===== src/rtl/mac_sequencer.sv =====
// mac_sequencer: walks one MAC accumulator through a full dot product.
// Clears the MAC with the latched bias, streams N_TERMS operand pairs read
// from two synchronous-read memories, issues one flush beat so the MAC's
// delayed output shows the complete sum, then captures that sum.
module mac_sequencer #(
  parameter int IN_BITWIDTH  = 16,
  parameter int OUT_BITWIDTH = 32,
  parameter int B_BITS       = 15,
  parameter int N_TERMS      = 3,
  parameter int ADDR_BITS    = 8
) (
  input  logic                    clk,
  input  logic                    rst,
  input  logic                    start,
  input  logic [ADDR_BITS-1:0]    act_base,
  input  logic [ADDR_BITS-1:0]    wgt_base,
  input  logic [B_BITS:0]         bias_in,
  output logic [ADDR_BITS-1:0]    act_addr,
  output logic [ADDR_BITS-1:0]    wgt_addr,
  input  logic [IN_BITWIDTH-1:0]  act_rdata,
  input  logic [IN_BITWIDTH-1:0]  wgt_rdata,
  output logic [IN_BITWIDTH-1:0]  mac_a_in,
  output logic [IN_BITWIDTH-1:0]  mac_w_in,
  output logic [B_BITS:0]         mac_bias,
  output logic [31:0]             mac_counter,
  output logic                    mac_en,
  output logic                    mac_rstn,
  input  logic [OUT_BITWIDTH-1:0] mac_out,
  output logic [OUT_BITWIDTH-1:0] result,
  output logic                    result_valid,
  output logic                    busy
);

  // Term index only has to span 0..N_TERMS-1.
  localparam int CNT_W = (N_TERMS < 2) ? 1 : $clog2(N_TERMS);
  localparam logic [CNT_W-1:0] LAST_TERM = CNT_W'(N_TERMS - 1);

  typedef enum logic [2:0] {
    S_IDLE,
    S_CLEAR,
    S_FEED,
    S_FLUSH,
    S_CAPTURE
  } state_t;

  state_t               state_q, state_d;
  logic [CNT_W-1:0]     term_q, term_d;
  logic [ADDR_BITS-1:0] act_base_q, wgt_base_q;
  logic [B_BITS:0]      bias_q;

  // State and term-index registers.
  // NOTE: sequential state uses non-blocking (<=) so every flop samples the
  // pre-edge values; blocking here would create order-dependent races.
  always_ff @(posedge clk or posedge rst) begin
    if (rst) begin
      state_q <= S_IDLE;
      term_q  <= '0;
    end else begin
      state_q <= state_d;
      term_q  <= term_d;
    end
  end

  // Latch job parameters when a start is accepted in IDLE.
  always_ff @(posedge clk or posedge rst) begin
    if (rst) begin
      act_base_q <= '0;
      wgt_base_q <= '0;
      bias_q     <= '0;
    end else if (state_q == S_IDLE && start) begin
      act_base_q <= act_base;
      wgt_base_q <= wgt_base;
      bias_q     <= bias_in;
    end
  end

  // Capture the MAC output during CAPTURE and pulse result_valid after it.
  always_ff @(posedge clk or posedge rst) begin
    if (rst) begin
      result       <= '0;
      result_valid <= 1'b0;
    end else begin
      result_valid <= (state_q == S_CAPTURE);
      if (state_q == S_CAPTURE) begin
        result <= mac_out;
      end
    end
  end

  // Next-state logic and the MAC/memory drive for the current state.
  // NOTE: every signal gets a default before the case so no path leaves
  // one unassigned, which would otherwise infer a latch.
  always_comb begin
    state_d     = state_q;
    term_d      = term_q;
    mac_en      = 1'b0;
    mac_a_in    = '0;
    mac_w_in    = '0;
    mac_counter = '0;
    act_addr    = '0;
    wgt_addr    = '0;
    // The MAC clear follows our own reset as well as the CLEAR state.
    mac_rstn    = ~rst;

    case (state_q)
      S_IDLE: begin
        if (start) begin
          state_d = S_CLEAR;
        end
      end

      S_CLEAR: begin
        // Bias goes into the accumulator; first reads are issued so data
        // arrives in the first FEED cycle.
        mac_rstn = 1'b0;
        act_addr = act_base_q;
        wgt_addr = wgt_base_q;
        term_d   = '0;
        state_d  = S_FEED;
      end

      S_FEED: begin
        mac_en      = 1'b1;
        mac_a_in    = act_rdata;
        mac_w_in    = wgt_rdata;
        mac_counter = 32'(term_q);
        // Prefetch the next pair; addresses wrap naturally at ADDR_BITS.
        act_addr    = act_base_q + ADDR_BITS'(term_q) + ADDR_BITS'(1);
        wgt_addr    = wgt_base_q + ADDR_BITS'(term_q) + ADDR_BITS'(1);
        if (term_q == LAST_TERM) begin
          term_d  = '0;
          state_d = S_FLUSH;
        end else begin
          term_d  = term_q + CNT_W'(1);
        end
      end

      S_FLUSH: begin
        // Zero-operand beat pushes the full sum onto the MAC's delayed output.
        mac_en      = 1'b1;
        mac_counter = 32'(N_TERMS);
        state_d     = S_CAPTURE;
      end

      S_CAPTURE: begin
        state_d = S_IDLE;
      end

      default: begin
        state_d = S_IDLE;
      end
    endcase
  end

  assign mac_bias = bias_q;
  assign busy     = (state_q != S_IDLE);

endmodule

===== config.mk =====
export PLATFORM = sky130hd
export DESIGN_NAME = mac_sequencer
export DESIGN_NICKNAME = d
export VERILOG_FILES = /design/src/rtl/mac_sequencer.sv
export SDC_FILE = /design/constraint.sdc
export NUM_CORES = 1
export LEC_CHECK = 0
export CORE_MARGIN = 8
export CORE_UTILIZATION = 60
export DETAILED_ROUTE_END_ITERATION = 8
export DONT_BUFFER_PORTS = 1
export HOLD_SLACK_MARGIN = 0.15
export PLACE_DENSITY = 0.75
export SLEW_MARGIN = 20
export SYNTH_ARGS = -nofsm -noshare
export SYNTH_HDL_FRONTEND = slang
export SYNTH_SLANG_ARGS = --single-unit

===== constraint.sdc =====
create_clock -name clk -period 2.9 [get_ports clk]
set_input_delay 0.29 -clock clk [delete_from_list [all_inputs] [get_ports clk]]
set_output_delay 0.29 -clock clk [all_outputs]
set_load 0.02 [all_outputs]

Yosys cells after proc, flatten, opt, wreduce, memory -nomap -nowiden
Cells that the tools add are included.
- output and inout bits: 132
- register bits after elaboration: 70
- add/subtract/negate cells: 5
- reduce and logical (&&, ||, !) cells: 6
- equality and inequality tests: 7
- bitwise gates (word level): 1
- multiplexer cells: 12
- operators by type and width (operator ; number):
    two-way mux 16 bit ; 2
    one-hot mux 8 bit (2 select lines) ; 2
    adder 8 x 1 -> 8 bit, second input constant ; 2
    adder 8 x 2 -> 8 bit ; 2
    one-hot mux 3 bit (4 select lines) ; 1
    one-hot mux 2 bit (2 select lines) ; 2
    == test 3 x 2 -> 1 bit, second input constant ; 2
    two-way mux 3 bit ; 2
    inequality test 2 bit, second input constant ; 2
    == test 3 x 1 -> 1 bit, second input constant ; 1
    == test 3 bit, second input constant ; 1
    logical NOT 3 bit ; 1
    nonzero test 3 bit ; 1
    adder 2 x 1 -> 2 bit, second input constant ; 1
    == test 2 bit, second input constant ; 1
    two-way mux 1 bit ; 2
    two-way mux 2 bit ; 1
    AND reduction 2 bit ; 1
    nonzero test 2 bit ; 1
    OR reduction 2 bit ; 1
    logical AND 1 bit ; 1
    NOT 1 bit ; 1

Logic depth before layout (Yosys ltp)
- word-level depth: 3
- depth in mapped cells: 8
- gate-level depth less buffers: 8

Worst setup path after synthesis
OpenSTA, ideal clock, no wires.
- path kind: reg-to-output
- start point: register term_q[0]
- end point: output port wgt_addr[6]
- path slack: 0.673 ns
- arrival time: 1.937 ns
- required time: 2.610 ns
- stages on the path, launching flop included: 7
- cell sequence: dfrtp_1 -> inv_1 -> ha_1 -> fa_1 -> and3b_1 -> nand4_1 -> o21ai_0
- longest elaborated chain between the ends: 3
- ends and longest elaborated chain (element ; line ; source):
    from (decl) ; 47 ; logic [CNT_W-1:0] term_q, term_d;
    from (signal assigned) ; 60 ; term_q <= term_d;
    adder 8 x 2 -> 8 bit ; 129 ; wgt_addr = wgt_base_q + ADDR_BITS'(term_q) + ADDR_BITS'(1);
    adder 8 x 1 -> 8 bit ; 129 ;
    one-hot mux 8 bit (2 select lines) ; 105 ; case (state_q)
    to (decl) ; 19 ; output logic [ADDR_BITS-1:0] wgt_addr,
No other way between the ends.

Worst setup path after layout
- start point: register state_q[0]
- end point: output port wgt_addr[7]
- longest elaborated chain between the ends: 2
- ends and longest elaborated chain (element ; line ; source):
    from (decl) ; 46 ; state_t state_q, state_d;
    from (signal assigned) ; 59 ; state_q <= state_d;
    == test 3 x 2 -> 1 bit or == test 3 x 1 -> 1 bit (tied branches) ; 105 ;
    one-hot mux 8 bit (2 select lines) (*) ; 105 ;
Mark *: on every way between the ends. The rest lies on a longest branch, timed or not.

==> qor.yml <==
wire_per_inst_um: 21.0
slew_violations: 0
synth_top_area_frac: 0.487
drt_iter0_drc: 92
tns_ps: 0
hold_class: "primary input to flop"
fmax_ghz: 0.376
die_y_um: 93.4
reg2reg_slack_ps: 710
cp_slowest_stage_delay_ps: 690
grt.total_usage: 0.225
seqCellArea_um2: 1750
overflow: 0
antenna_found_initial: 0
vias: 2609
critPathTopFamily: "simple AND/OR/NAND/NOR gates"
synth_warnings: 0
cts_root_buf: "clkbuf_8"
hpwl_um: 7070
clk_pin_slew_worst_paths_ps: 80
fill_cells: 370
cp-start-kind: "flop"
rsz0062_at_grt: "false"
arrival_ps: 2370
power.density_nw_per_um2: 1220
port_buffers: 0
antennaDiodeCount: 0
fp-row-count: 28
syn-cell-area_um2: 3590
period_needed_ps: 2660
peakVddDrop_mv: 0.882
finalClockSkew_ps: 6.62
synthTopCellsByArea: "dfrtp_1 (49%), mux2_2 (17%), buf_4 (6.5%)"
grt_max_degree: 40
hold_ws_ps: 363
ys_ff_latch: 70
setup_viol: 0
ioPinCount: 231
maxSlewHeadroom: 0.507
dieArea_um2: 8720
critPathBufInv: 0
cts-htree-levels: 3
grt_pass1_wl_um: 15500
drt_wl_total_um: 10000
netlist_instances: 324
clk_latency_ps: 340
multi_input_area_um2: 1610
nets: 503
area_delta_synth_final_pct: 25.7
cts_made_buffers: 9
final_util: 0.772
cp.required_ps: 2610
grt_pass1_vias: 2793
ys_seq_area_frac: 0.487
worst_slew_pin_slew_ps: 732
leakage_uw: 0.00201
dieWidth_um: 93.4
critPathSlowestCell: "or3b_1"
viasPerCell: 5.47
core_um2: 5850
start_util: 0.614
ys_types: 37
path_class: "flop to output pin"
status: "complete, no violations"
drv_cap: 0
finalHoldViolCount: 0
ant_nets: 0
crit_path_end_kind: "output pin"
cp_max_fo: 16
cts_tree: "yes"
setup_ws_ps: 237
gp_congestion: 0.832
synth.avg_cell_area_um2: 11.1
yosysTopAreaCell: "dfrtp_1"
period_share: 0.918
layout-drive-gt1-share: 0.221
cts.sinks: 70
cp_cell_sequence: "or3b_1 > or4_1 > nand3_1"
post_cts_resized: 0
drt_first_pass_iters: 4
drcViolationCount: 0
clockBufferDepth: 2
dp_slack_ps: 625
-- registers in the layout (all words and copies together), names as in the netlist --
name and cells:
act_base_q 8, mac_bias 16, result 32, result_valid 1
state_q 3, term_q 2, wgt_base_q 8
-- through the flow --
step / std cells / total power (uW) / area [um2]
floorplan: 353 / 3910 / 3700
global placement: 396 / 4350 / 3610
detailed placement: 396 / 4430 / 3610
CTS: 477 / 5500 / 4520
global route: 477 / 5820 / 4520
finish: 477 / 5490 / 4520
-- cells by family (layout without fill, tap and decap cells) --
kind of cell | after synthesis | count (layout) | share of synthesized area
other | 1 | 30 | 0.00104
DFF | 70 | 70 | 0.487
AOI/OAI and AO/OA | 43 | 43 | 0.0686
adders and majority gates | 7 | 7 | 0.0286
and+or+nand+nor | 84 | 84 | 0.131
buffers and inverters | 60 | 109 | 0.0999
xor gates and xnor gates | 2 | 2 | 0.00488
muxes | 57 | 57 | 0.179
-- worst register-to-register path, stage by stage (launching register included) --
cell	delay, ps
dfrtp_1	550
or3_1	590
nor2_4	120
buf_4	400
mux2_2	420
-- final cells by class --
type                    count  area share
clock inverters             7      0.0283
multi-input cells         223       0.357
repair buffers             79       0.167
flip-flops and latches     70       0.388
clock buffers               9      0.0274
inverters                  14      0.0116
well taps                  75      0.0208
-- placed cells by master, fill, tap and decap left out, types with 3 or more instances in the layout --
cell	instances
a21oi_1	5
a31oi_1	3
and2_1	34
buf_4	14
bufinv_16	3
clkbuf_8	9
conb_1	30
dfrtp_1	70
dlygate4sd3_1	65
ha_1	5
inv_1	13
mux2_2	55
nand2_1	18
nor2_1	9
o21ai_0	24
o22ai_1	3
or3_1	5
-- per-layer routing --
metal	wire, um	global-route usage	up-vias	part of all wire
met5	0	0	-	0
met4	109	0.0591	0	0.011
met3	1290	0.109	10	0.13
met2	5190	0.384	151	0.52
met1	3430	0.243	1268	0.34
li1	-	-	1180	-
-- synth_stat cells, drive strengths merged --
cell,instances
a21o,1
a21oi,5
a22o,1
a22oi,1
a31oi,3
and2,35
and3,1
and3b,1
buf,40
clkbuf,6
conb,1
dfrtp,70
fa,2
ha,5
inv,14
mux2,57
nand2,18
nand2b,1
nand3,2
nand4,2
nor2,10
nor2b,2
nor3,2
nor3b,2
o2111ai,2
o211ai,2
o21ai,24
o22ai,3
o31ai,1
or3,5
or3b,1
or4,2
xnor2,2
-- report_power, final --
part	switching [uW]	total [uW]	internal [uW]
sequential	890	2340	1450
combinational	1260	2160	898
clock	407	992	585
total	2560	5490	2940
-- path summary, 6_finish.rpt --
path	startpoint	cells past startpoint	endpoint
min reg2reg	wgt_base_q[6]$_DFFE_PP0P_	1	wgt_base_q[6]$_DFFE_PP0P_
max reg2reg	state_q[0]$_DFFE_PP0P_	4	mac_bias[14]$_DFFE_PP0P_
min	start	4	state_q[0]$_DFFE_PP0P_
min in group asynchronous	rst	2	act_base_q[7]$_DFFE_PP0P_
max	state_q[0]$_DFFE_PP0P_	3	wgt_addr[7]
max in group asynchronous	rst	3	result[3]$_DFFE_PP0P_
-- repair_timing --
| action | 4_1_cts | 5_1_grt |
|---|---|---|
| buffers inserted | 0 | 0 |
| endpoints found under the hold margin | 86 | 0 |
| hold buffers | 65 | 0 |
No activity file was read; power rests on OpenSTA's default activity.
